## config.mk

```make
export PLATFORM = sky130hd
export DESIGN_NAME = alu_sweep_pipe
export DESIGN_NICKNAME = d
export VERILOG_FILES = /design/src/rtl/alu_sweep_pkg.sv /design/src/rtl/alu_nbits_core.sv /design/src/rtl/alu_sweep_pipe.sv
export SDC_FILE = /design/constraint.sdc
export NUM_CORES = 1
export LEC_CHECK = 0
export CAP_MARGIN = 20
export CELL_PAD_IN_SITES_DETAIL_PLACEMENT = 1
export CELL_PAD_IN_SITES_GLOBAL_PLACEMENT = 2
export CORE_ASPECT_RATIO = 0.9
export CORE_MARGIN = 2
export CORE_UTILIZATION = 33
export CTS_CLUSTER_SIZE = 20
export DETAILED_ROUTE_END_ITERATION = 12
export GPL_TIMING_DRIVEN = 0
export PLACE_DENSITY_LB_ADDON = 0.05
export SLEW_MARGIN = 0
export SYNTH_ARGS = -nofsm -noshare
export SYNTH_HDL_FRONTEND = slang
export SYNTH_SLANG_ARGS = --single-unit
```

## constraint.sdc

```tcl
create_clock -name clk_i -period 6.1 [get_ports clk_i]
set_input_delay 1.22 -clock clk_i [delete_from_list [all_inputs] [get_ports clk_i]]
set_output_delay 1.22 -clock clk_i [all_outputs]
set_load 0.02 [all_outputs]
```

## src/rtl/alu_sweep_pkg.sv

```systemverilog
// Shared definitions for the ALU sweep harness: op encodings, FSM state type and operand ROM contents.
// Used by alu_sweep_pipe (optional ALU_SWEEP_OVF_EN overflow output) and alu_nbits_core.
package alu_sweep_pkg;

  localparam logic [2:0] OP_AND = 3'b000;
  localparam logic [2:0] OP_OR  = 3'b001;
  localparam logic [2:0] OP_ADD = 3'b010;
  localparam logic [2:0] OP_XOR = 3'b011;
  localparam logic [2:0] OP_NOR = 3'b100;
  localparam logic [2:0] OP_SLT = 3'b101;

  typedef enum logic [1:0] {
    ST_IDLE  = 2'd0,
    ST_RUN   = 2'd1,
    ST_DRAIN = 2'd2,
    ST_DONE  = 2'd3
  } sweep_state_e;

  // Returned wide; callers truncate to their operand width.
  function automatic logic [63:0] opa_rom(input logic [31:0] k);
    return 64'(k) * 64'h0000_0000_0101_0101;
  endfunction

  function automatic logic [63:0] opb_rom(input logic [31:0] k);
    return 64'(k);
  endfunction

endpackage

```

## src/rtl/alu_nbits_core.sv

```systemverilog
// Combinational WIDTH-bit ALU: AND/OR/ADD/XOR/NOR/SLT with optional inversion of b and carry-in.
module alu_nbits_core
  import alu_sweep_pkg::*;
#(
  parameter int WIDTH = 32
) (
  input  logic [WIDTH-1:0] a_i,
  input  logic [WIDTH-1:0] b_i,
  input  logic             c_i,
  input  logic             invert_i,
  input  logic [2:0]       op_i,
  output logic [WIDTH-1:0] res_o,
  output logic             c_o,
  output logic             zero_o
);

  logic [WIDTH-1:0] b_eff;
  logic [WIDTH:0]   sum;

  assign b_eff = invert_i ? ~b_i : b_i;
  assign sum   = {1'b0, a_i} + {1'b0, b_eff} + {{WIDTH{1'b0}}, c_i};

  always_comb begin
    res_o = '0;
    c_o   = 1'b0;
    case (op_i)
      OP_AND: res_o = a_i & b_eff;
      OP_OR:  res_o = a_i | b_eff;
      OP_ADD: begin
        res_o = sum[WIDTH-1:0];
        c_o   = sum[WIDTH];
      end
      OP_XOR: res_o = a_i ^ b_eff;
      OP_NOR: res_o = ~(a_i | b_eff);
      OP_SLT: begin
        res_o = {{(WIDTH-1){1'b0}}, sum[WIDTH-1]};
        c_o   = sum[WIDTH];
      end
      default: res_o = '0;
    endcase
  end

  assign zero_o = (res_o == '0);

endmodule

```

## src/rtl/alu_sweep_pipe.sv

```systemverilog
// Sweeps operand ROM pairs through a registered ALU with OUT_STAGES output registers and a signature.
// Define ALU_SWEEP_OVF_EN to add the sticky signed-overflow output ovf_o.
module alu_sweep_pipe
  import alu_sweep_pkg::*;
#(
  parameter int WIDTH      = 32,
  parameter int ADDR_W     = 3,
  parameter int CNT_W      = 8,
  parameter int OUT_STAGES = 1
) (
  input  logic              clk_i,
  input  logic              async_reset_i,
  input  logic              start_i,
  input  logic [2:0]        op_i,
  input  logic              invert_i,
  input  logic              c_i,
  input  logic [ADDR_W-1:0] a_base_i,
  input  logic [ADDR_W-1:0] b_base_i,
  input  logic [CNT_W-1:0]  count_i,
  output logic              busy_o,
  output logic              done_o,
  output logic              res_valid_o,
  output logic [WIDTH-1:0]  res_o,
  output logic              c_o,
  output logic              zeroflag_o,
  output logic [WIDTH-1:0]  signature_o,
`ifdef ALU_SWEEP_OVF_EN
  output logic              ovf_o,
`endif
  output logic [CNT_W-1:0]  zero_cnt_o
);

  localparam int LAST = OUT_STAGES - 1;

  sweep_state_e      state_q, state_d;
  logic [ADDR_W-1:0] a_addr_q, a_addr_d, b_addr_q, b_addr_d;
  logic [CNT_W-1:0]  vcnt_q, vcnt_d;
  logic [2:0]        op_q, op_d;
  logic              inv_q, inv_d, cin_q, cin_d;
  logic              start_ok, issue, pipe_busy;

  logic [WIDTH-1:0]  a_in_q, b_in_q;
  logic              in_v_q;
  logic [WIDTH-1:0]  alu_res;
  logic              alu_c, alu_z;
  logic [OUT_STAGES-1:0] stage_v;

  logic [WIDTH-1:0]  sig_q;
  logic [CNT_W-1:0]  zcnt_q;
  logic              last_load, last_z;
  logic [WIDTH-1:0]  last_res;

  // start is honoured only when no sweep is in flight.
  assign start_ok  = start_i && ((state_q == ST_IDLE) || (state_q == ST_DONE));
  assign issue     = (state_q == ST_RUN);
  assign pipe_busy = in_v_q || (|stage_v);

  always_comb begin
    state_d  = state_q;
    a_addr_d = a_addr_q;
    b_addr_d = b_addr_q;
    vcnt_d   = vcnt_q;
    op_d     = op_q;
    inv_d    = inv_q;
    cin_d    = cin_q;
    case (state_q)
      ST_IDLE, ST_DONE: begin
        if (start_i) begin
          op_d     = op_i;
          inv_d    = invert_i;
          cin_d    = c_i;
          vcnt_d   = count_i;
          a_addr_d = a_base_i;
          b_addr_d = b_base_i;
          state_d  = (count_i == '0) ? ST_DONE : ST_RUN;
        end
      end
      ST_RUN: begin
        a_addr_d = a_addr_q + ADDR_W'(1);
        b_addr_d = b_addr_q + ADDR_W'(1);
        vcnt_d   = vcnt_q - CNT_W'(1);
        if (vcnt_q == CNT_W'(1)) state_d = ST_DRAIN;
      end
      ST_DRAIN: begin
        if (!pipe_busy) state_d = ST_DONE;
      end
      default: state_d = ST_IDLE;
    endcase
  end

  always_ff @(posedge clk_i or negedge async_reset_i) begin
    if (!async_reset_i) begin
      state_q  <= ST_IDLE;
      a_addr_q <= '0;
      b_addr_q <= '0;
      vcnt_q   <= '0;
      op_q     <= '0;
      inv_q    <= 1'b0;
      cin_q    <= 1'b0;
      in_v_q   <= 1'b0;
      a_in_q   <= '0;
      b_in_q   <= '0;
    end else begin
      state_q  <= state_d;
      a_addr_q <= a_addr_d;
      b_addr_q <= b_addr_d;
      vcnt_q   <= vcnt_d;
      op_q     <= op_d;
      inv_q    <= inv_d;
      cin_q    <= cin_d;
      in_v_q   <= issue;
      if (issue) begin
        a_in_q <= WIDTH'(opa_rom(32'(a_addr_q)));
        b_in_q <= WIDTH'(opb_rom(32'(b_addr_q)));
      end
    end
  end

  alu_nbits_core #(.WIDTH(WIDTH)) u_core (
    .a_i      (a_in_q),
    .b_i      (b_in_q),
    .c_i      (cin_q),
    .invert_i (inv_q),
    .op_i     (op_q),
    .res_o    (alu_res),
    .c_o      (alu_c),
    .zero_o   (alu_z)
  );

  // Stages load only on valid data, so the last stage holds its result between strobes.
  genvar gi;
  for (gi = 0; gi < OUT_STAGES; gi++) begin : g_stage
    logic [WIDTH-1:0] res_src, res_q;
    logic             c_src, c_q, z_src, z_q, v_src, v_q;
    if (gi == 0) begin : g_head
      assign res_src = alu_res;
      assign c_src   = alu_c;
      assign z_src   = alu_z;
      assign v_src   = in_v_q;
    end else begin : g_tail
      assign res_src = g_stage[gi-1].res_q;
      assign c_src   = g_stage[gi-1].c_q;
      assign z_src   = g_stage[gi-1].z_q;
      assign v_src   = g_stage[gi-1].v_q;
    end
    always_ff @(posedge clk_i or negedge async_reset_i) begin
      if (!async_reset_i) begin
        v_q   <= 1'b0;
        res_q <= '0;
        c_q   <= 1'b0;
        z_q   <= 1'b0;
      end else begin
        v_q <= v_src;
        if (v_src) begin
          res_q <= res_src;
          c_q   <= c_src;
          z_q   <= z_src;
        end
      end
    end
    assign stage_v[gi] = v_q;
  end

  assign last_load = g_stage[LAST].v_src;
  assign last_res  = g_stage[LAST].res_src;
  assign last_z    = g_stage[LAST].z_src;

  always_ff @(posedge clk_i or negedge async_reset_i) begin
    if (!async_reset_i) begin
      sig_q  <= '0;
      zcnt_q <= '0;
    end else if (start_ok) begin
      sig_q  <= '0;
      zcnt_q <= '0;
    end else if (last_load) begin
      sig_q <= {sig_q[WIDTH-2:0], sig_q[WIDTH-1]} ^ last_res;
      if (last_z && (zcnt_q != '1)) zcnt_q <= zcnt_q + CNT_W'(1);
    end
  end

`ifdef ALU_SWEEP_OVF_EN
  logic                  b_sgn, ovf_raw, ovf_q;
  logic [OUT_STAGES-1:0] ovf_chain;

  assign b_sgn   = inv_q ? ~b_in_q[WIDTH-1] : b_in_q[WIDTH-1];
  assign ovf_raw = (op_q == OP_ADD) && (a_in_q[WIDTH-1] == b_sgn) &&
                   (alu_res[WIDTH-1] != a_in_q[WIDTH-1]);
  assign ovf_chain[0] = ovf_raw;

  for (gi = 1; gi < OUT_STAGES; gi++) begin : g_ovf
    logic oq;
    always_ff @(posedge clk_i or negedge async_reset_i) begin
      if (!async_reset_i)               oq <= 1'b0;
      else if (g_stage[gi-1].v_src)     oq <= ovf_chain[gi-1];
    end
    assign ovf_chain[gi] = oq;
  end

  // The sticky flag doubles as the final output stage for overflow.
  always_ff @(posedge clk_i or negedge async_reset_i) begin
    if (!async_reset_i)                        ovf_q <= 1'b0;
    else if (start_ok)                         ovf_q <= 1'b0;
    else if (last_load && ovf_chain[LAST])     ovf_q <= 1'b1;
  end

  assign ovf_o = ovf_q;
`endif

  assign busy_o      = (state_q == ST_RUN) || (state_q == ST_DRAIN);
  assign done_o      = (state_q == ST_DONE);
  assign res_valid_o = stage_v[LAST];
  assign res_o       = g_stage[LAST].res_q;
  assign c_o         = g_stage[LAST].c_q;
  assign zeroflag_o  = g_stage[LAST].z_q;
  assign signature_o = sig_q;
  assign zero_cnt_o  = zcnt_q;

endmodule

```

* Word-level counts from Yosys, hierarchy flattened
Cells that the tools add are included.
** Storage, ports and cells
- Bits in registers :: 128
- Bits in latches :: 0
- Bits in writable memories :: 0
- Bits in read-only memories :: 0
- Memories :: 0
- Logic and storage cells :: 79
- Bits of input ports :: 22
** Cells by class
- Multiply operators :: 1
- Bitwise gates (word level) :: 6
- $lt $le $gt $ge :: 0
- Shift operators :: 0
- Div/mod/pow operators :: 0
- Equal/unequal tests :: 13
- Reduce and logical (&&, ||, !) cells :: 18
- Add/subtract/negate cells :: 6
- Muxes and demuxes :: 19
** Operator list (number)
- case mux 32 bit (6 select lines) :: 1
- two-way mux 32 bit :: 3
- adder 28 x 32 -> 33 bit :: 1
- adder 33 x 1 -> 33 bit :: 1
- AND 28 x 32 -> 32 bit :: 1
- logical NOT 32 bit :: 1
- two-way mux 8 bit :: 4
- inverter 3 -> 32 bit :: 1
- inverter 32 bit :: 1
- bitwise OR 28 x 32 -> 32 bit :: 1
- bitwise XOR 28 x 32 -> 32 bit :: 1
- bitwise XOR 32 bit :: 1
- multiplier 3 x 25 -> 28 bit (second input constant) :: 1
- case mux 8 bit (2 select lines) :: 1
- case mux 3 bit (2 select lines) :: 2
- adder 8 x 1 -> 8 bit (second input constant) :: 1
- == test 8 x 1 -> 1 bit (second input constant) :: 1
- logical NOT 8 bit :: 1
- two-way mux 2 bit :: 4
- inequality test 8 bit (second input constant) :: 1
- subtractor 8 x 1 -> 8 bit (second input constant) :: 1
- adder 3 x 1 -> 3 bit (second input constant) :: 2
- == test 3 x 2 -> 1 bit (second input constant) :: 2
- == test 3 bit (second input constant) :: 2
- other kinds (16) :: 27

* Longest topological paths before layout
- Depth after elaboration :: 10
- Depth in mapped cells :: 17
- Mapped depth without buffers :: 15

* By module
From an unflattened synthesis, not the netlist that was laid out.
** Unflattened totals
- Cell total of the unflattened synthesis :: 1111
- Area, all modules :: 9175.0 µm²
** Modules (own cells, without submodules)
- alu_sweep_pipe :: times used 1, cells each 421, area an instance 4747.1 µm², seq. area each 2577.5 µm²
- alu_nbits_core :: times used 1, cells each 690, area an instance 4428.0 µm², seq. area each 0.0 µm²

* Worst setup path before layout
OpenSTA, ideal clock, no wires.
- Path kind :: register -> register
- Start :: reg inv_q
- End :: reg zcnt_q[4] (netlist: zero_cnt_o[4])
- Setup slack :: 1.861 ns
- Period minus slack after synthesis :: 4.239 ns
- Cell stages (with the launch flop) :: 17
- Data required time :: 5.960 ns
- Arrival :: 4.100 ns
- Path buffers :: 2
- Setup time :: 0.140 ns
- Path through :: dfrtp_1 > buf_2 > xor2_1 > inv_1 > fa_1 > inv_1 > fa_1 > a21oi_1 > nor2_1 > ha_1 > o311a_1 > a211o_1 > or4_4 > or3_1 > buf_2 > o311ai_0 > o41ai_1
** On the way
- Longest elaborated chain between the ends :: 8
- Elaborated cells between the ends (all ways) :: 12
- Classes of those cells :: add/sub: 2; mux: 2; bitwise: 4; reduce/logical: 4
** Ends and longest elaborated chain
- from (decl) :: line alu_sweep_pipe.sv:39 : logic inv_q, inv_d, cin_q, cin_d;
- from (signal assigned) :: line alu_sweep_pipe.sv:109 : inv_q <= inv_d;
- two-way mux 32 bit * :: line alu_nbits_core.sv:20 : assign b_eff = invert_i ? ~b_i : b_i;
- adder 28 x 32 -> 33 bit or bitwise OR 28 x 32 -> 32 bit (tied branches) :: line alu_nbits_core.sv:21, alu_nbits_core.sv:28, alu_nbits_core.sv:34
- adder 33 x 1 -> 33 bit or inverter 32 bit (tied branches) :: line alu_nbits_core.sv:21, alu_nbits_core.sv:34
- case mux 32 bit (6 select lines) * :: line alu_nbits_core.sv:26 : case (op_i)
- logical NOT 32 bit * :: line alu_nbits_core.sv:43 : assign zero_o = (res_o == '0);
- logical AND 1 bit * :: line alu_sweep_pipe.sv:177 : if (last_z && (zcnt_q != '1)) zcnt_q <= zcnt_q + CNT_W'(1);
- nonzero test 2 bit (no line) *
- AND reduction 2 bit (no line) *
- to (signal assigned) :: line alu_sweep_pipe.sv:177
- to (decl) :: line alu_sweep_pipe.sv:49 : logic [CNT_W-1:0] zcnt_q;
Every way passes the cells marked *; elsewhere a longest branch is shown, timed or not.
A chain may end at the register's enable or synchronous reset.

* Final worst setup path
Same ends and word-level chain as after synthesis.

==> summary.md <==
| Metric | Value |
|---|---|
| Core Rows | 46 |
| Die W | 145.4 um |
| Synth area leader | dfrtp_1 |
| Detailed Route Iter0 Violations | 218 |
| CP Buf/Inv Count | 4 |
| RSZ-0062 raised after global routing | false |
| Register share of total power | about a quarter |
| TritonCTS Buffers | 9 |
| Final Wtd Congestion | 0.8332 |
| Static Leak | 3.225 nW |
| Top-count cell post-synth | dfrtp_1 |
| Peak per-stage delay on the critical path | 0.68 ns |
| CP Cell Sequence | buf_2, xor2_1, inv_1, fa_1, inv_1, fa_1, a21oi_1, nor2_1, ha_1, o311a_1, a211o_1, or4_4, or3_1, buf_2, o311ai_0, o41ai_1 |
| Internal power | 2.613 mW |
| Worst IR Drop VDD | 272.6 uV |
| Share of cells above drive strength 1 | 6.176% |
| Synth warnings | 0 |
| Clock Sinks | 101 |
| EDFF count, synth | 0 |
| Power per Cell Area | 668.2 nW/um2 |
| Reg2Reg Launch Point | inv_q$_DFFE_PN0P_ |
| Clk root buf | clkbuf_16 |
| DIE AREA | 19090 um2 |
| Req. time, crit path | 6.33 ns |
| Status | finished, final reports clean |
| Worst r2r path cells | 16 |
| Dpl cells | slightly below 1000 |
| Drt first pass iters | 5 |
| Clock Skew | 0.01373 ns |
| Max transition margin | between 30 and 40% |
| Place WS | 1.146 ns |
| Pwr Total | 5.062 mW |
| Startpoint Class | flip-flop |
| First-pass GRT wire length | approximately 30000 um |
| Period utilization | 81.45% |
| Number of max-cap violations | 0 |
| Nets@finish | 808 |
| Core area | ~18000 um2 |
| FF-to-FF setup slack | 1.13 ns |
| Worst min-delay path endpoint | res_valid_o$_DFF_PN0_ |
| Worst EP arrival | 5.20 ns |
| FF+latch count, synth | ~100 |
| Pin slew with the least headroom to its limit | 0.9087 ns |
| Top delay family on crit path | compound AO/OA/AOI/OAI gates |
| All-layer global routing usage | 20.21% |
| Combinational power share | 63.8% |
| Worst Hold Class | flip-flop to flip-flop |
| Antenna violations before repair | 0 |
| Pin count of the biggest net entering global routing | 53 |
| Starting density of the core | approximately a third |
| Post-synthesis net count | 697 |
| Post-synth ARST share | 100.0% |
| Hold Path Depth | 0 |
| Fmax | approximately 200 MHz |
| Port buffer count | 97 |
| I/O pin cnt | 99 |
| Final Max Slew Viols | 0 |
| DRC | 0 |
| Sw Pwr | about 2.4 mW |
| Hold_buf cts | 0 |
| Fillers | approximately 2100 |
| Largest cells by area after synthesis | dfrtp_1, ha_1, nor2_1 |
| Post-Syn Instances | between 600 and 700 |
| Global route overflow | 0 |
| Hpwl dp | 14160 um |
| Avg Cell Area, Syn | 9.210 um2 |
| Vias in the first global route | roughly 5600 |
| Wirelength per Cell | 18.78 um |
| Final WL | around 19000 um |
| Worst Setup Path Type | flip-flop to flip-flop |
| Endpoints failing hold | 0 |
| Yosys cell types | 63 |
| Clock share of power | 12.4% |
| Clk slew on worst S/H paths | 0.08 ns |
| Final min period | 4.968 ns |
| Top FF cell, synth | dfrtp_1 |
| Final cell count without fillers | 1001 |
| DR vias | 5204 |
| Slowest cell on crit path | dfrtp_1 |
| CTS Buffer Depth | 2 |
| Post-synthesis sequential area ratio | roughly 43% |
| CP endpoint kind | flip-flop |
| Post-Syn Area | 5941 um2 |
| Final setup margin | 1.132 ns |
| CTS tree | yes |
| Area grow syn2layout | 27.51% |
| Sw Ratio | between 40 and 50% |
| Worst hold start | g_stage[0].v_src$_DFF_PN0_ |
| Clk Latency, worst-skew pair | 0.36 ns |
| Htree depth | 3 |
| Cells resized by post-CTS repair | 0 |
| Vias per Instance | 5.199 |
| Postcts setup bufs | 0 |
| Crit Path Max Fanout | 13 |
| Top cell type's share of synthesized area | 42.54% |
| Die Y | roughly 130 um |
| Top cells by count, synth | dfrtp_1, nor2_1, a21oi_1, nand2_1, xnor2_1 |
| Final setup fails | 0 |
| N_diodes | 0 |
| Antenna-violating nets left | 0 |
| R2r endpoint | zero_cnt_o[4]$_DFFE_PN0P_ |
==> worst max-delay path by stage <==
| stage | from | end | cells after the start |
|---|---|---|---|
| finish | inv_q$_DFFE_PN0P_ | zero_cnt_o[4]$_DFFE_PN0P_ | 16 |
| global route | inv_q$_DFFE_PN0P_ | zero_cnt_o[3]$_DFFE_PN0P_ | 16 |
| CTS | inv_q$_DFFE_PN0P_ | zero_cnt_o[4]$_DFFE_PN0P_ | 15 |
| detailed placement | inv_q$_DFFE_PN0P_ | zero_cnt_o[2]$_DFFE_PN0P_ | 14 |
| global placement | async_reset_i | res_o[10]$_DFFE_PN0P_ | 1 |
| floorplan | inv_q$_DFFE_PN0P_ | zero_cnt_o[4]$_DFFE_PN0P_ | 16 |
==> worst reg2reg max path, cell delays in order, from the launching register on <==
cell and delay, ns:
dfrtp_1 0.68, buf_2 0.37, xor2_1 0.25, inv_1 0.11, fa_1 0.42, inv_1 0.10
fa_1 0.29, a21oi_1 0.14, nor2_1 0.11, ha_1 0.25, o311a_1 0.30, a211o_1 0.29
or4_4 0.51, or3_1 0.37, buf_2 0.17, o311ai_0 0.36, o41ai_1 0.13
==> placed cells by master (no fill, tap or decap), types with 3 or more instances in the layout <==
cell             Yosys  final
dfrtp_1            101    101
clkdlybuf4s50_1      0     96
nor2_1              84     84
a21oi_1             60     60
nand2_1             40     40
xnor2_1             32     32
o21ai_0             30     30
mux2i_1             28     28
ha_1                28     28
clkbuf_1            24     24
inv_1               23     23
nand3_1             18     18
o21a_1              17     17
nand2b_1            12     12
o22ai_1             11     11
xor2_1              10     10
a31oi_1             10     10
clkbuf_16            0      9
buf_2                6      8
nand4_1              8      8
and2_1               6      6
a21o_1               6      6
buf_4                5      6
nor3_1               6      6
mux2_2               6      6
buf_1                4      4
nor4_1               4      4
o221ai_1             4      4
nor3b_1              3      3
a211o_1              3      3
nor4b_1              3      3
or3_1                3      3
a311oi_1             3      3
o211ai_1             3      3
and3_1               3      3
==> layer usage <==
metal	GRT usage (%)	part of all wire, %	vias up
met5	0	0	-
met3	3.576	4.1	11
met2	32.04	45	85
li1	-	-	2480
met4	4.684	0.90	0
met1	28.80	50	2628
==> registers in the layout, summed over array words and instances (netlist names), 2 cells and up <==
| name | cells |
|---|---|
| a_in_q | 3 |
| a_addr_q | 3 |
| op_q | 3 |
| res_o | 30 |
| state_q | 2 |
| signature_o | 32 |
| zero_cnt_o | 8 |
| vcnt_q | 8 |
| b_in_q | 3 |
| b_addr_q | 3 |
==> stage by stage <==
stage          cell area (um2)  utilization, %  setup TNS, ns  hold WS [ns]
2_1_floorplan             5941               -              0        0.3947
3_3_place_gp              7212           40.95         -28.44        0.4631
3_5_place_dp              7237           41.09              0        0.4708
4_1_cts                   7565           42.95              0        0.4970
5_1_grt                   7575           43.01              0        0.5003
6_report                  7575           43.01              0        0.4747
==> logic make-up (layout without fill, tap and decap cells) <==
| kind of cell | after synthesis | after routing | share of synthesized area (%) |
|---|---|---|---|
| multiplexers | 35 | 35 | 6.045 |
| AO/OA/AOI/OAI | 167 | 167 | 17.46 |
| XOR/XNOR | 42 | 42 | 6.192 |
| adder cells (fa/ha/maj) | 30 | 30 | 6.571 |
| AND/OR/NAND/NOR | 203 | 203 | 16.20 |
| buffers and inverters | 67 | 183 | 4.992 |
| flip-flops | 101 | 101 | 42.54 |
==> cell type report <==
cell class | count | area [um2] | share of cell area [%]
plain buffers | 42 | 202.7 | 2.676
repair buffers | 100 | 1006 | 13.28
flip-flops and latches | 101 | 2527 | 33.37
clock buffers | 9 | 225.2 | 2.973
multi-input cells | 477 | 3117 | 41.15
clock inverters | 7 | 102.6 | 1.354
well taps | 240 | 300.3 | 3.964
inverters | 25 | 93.84 | 1.239
==> power by group through the flow <==
stage | registers [mW] | clock network (mW) | logic [mW]
floorplan | 1.36 | 0 | 1.95
CTS | 1.21 | 0.651 | 3.25
finish | 1.21 | 0.628 | 3.23
detailed placement | 1.22 | 0 | 3.22
global placement | 1.20 | 0 | 3.15
global route | 1.25 | 0.674 | 3.57
Power figures use the tool's default switching activity.
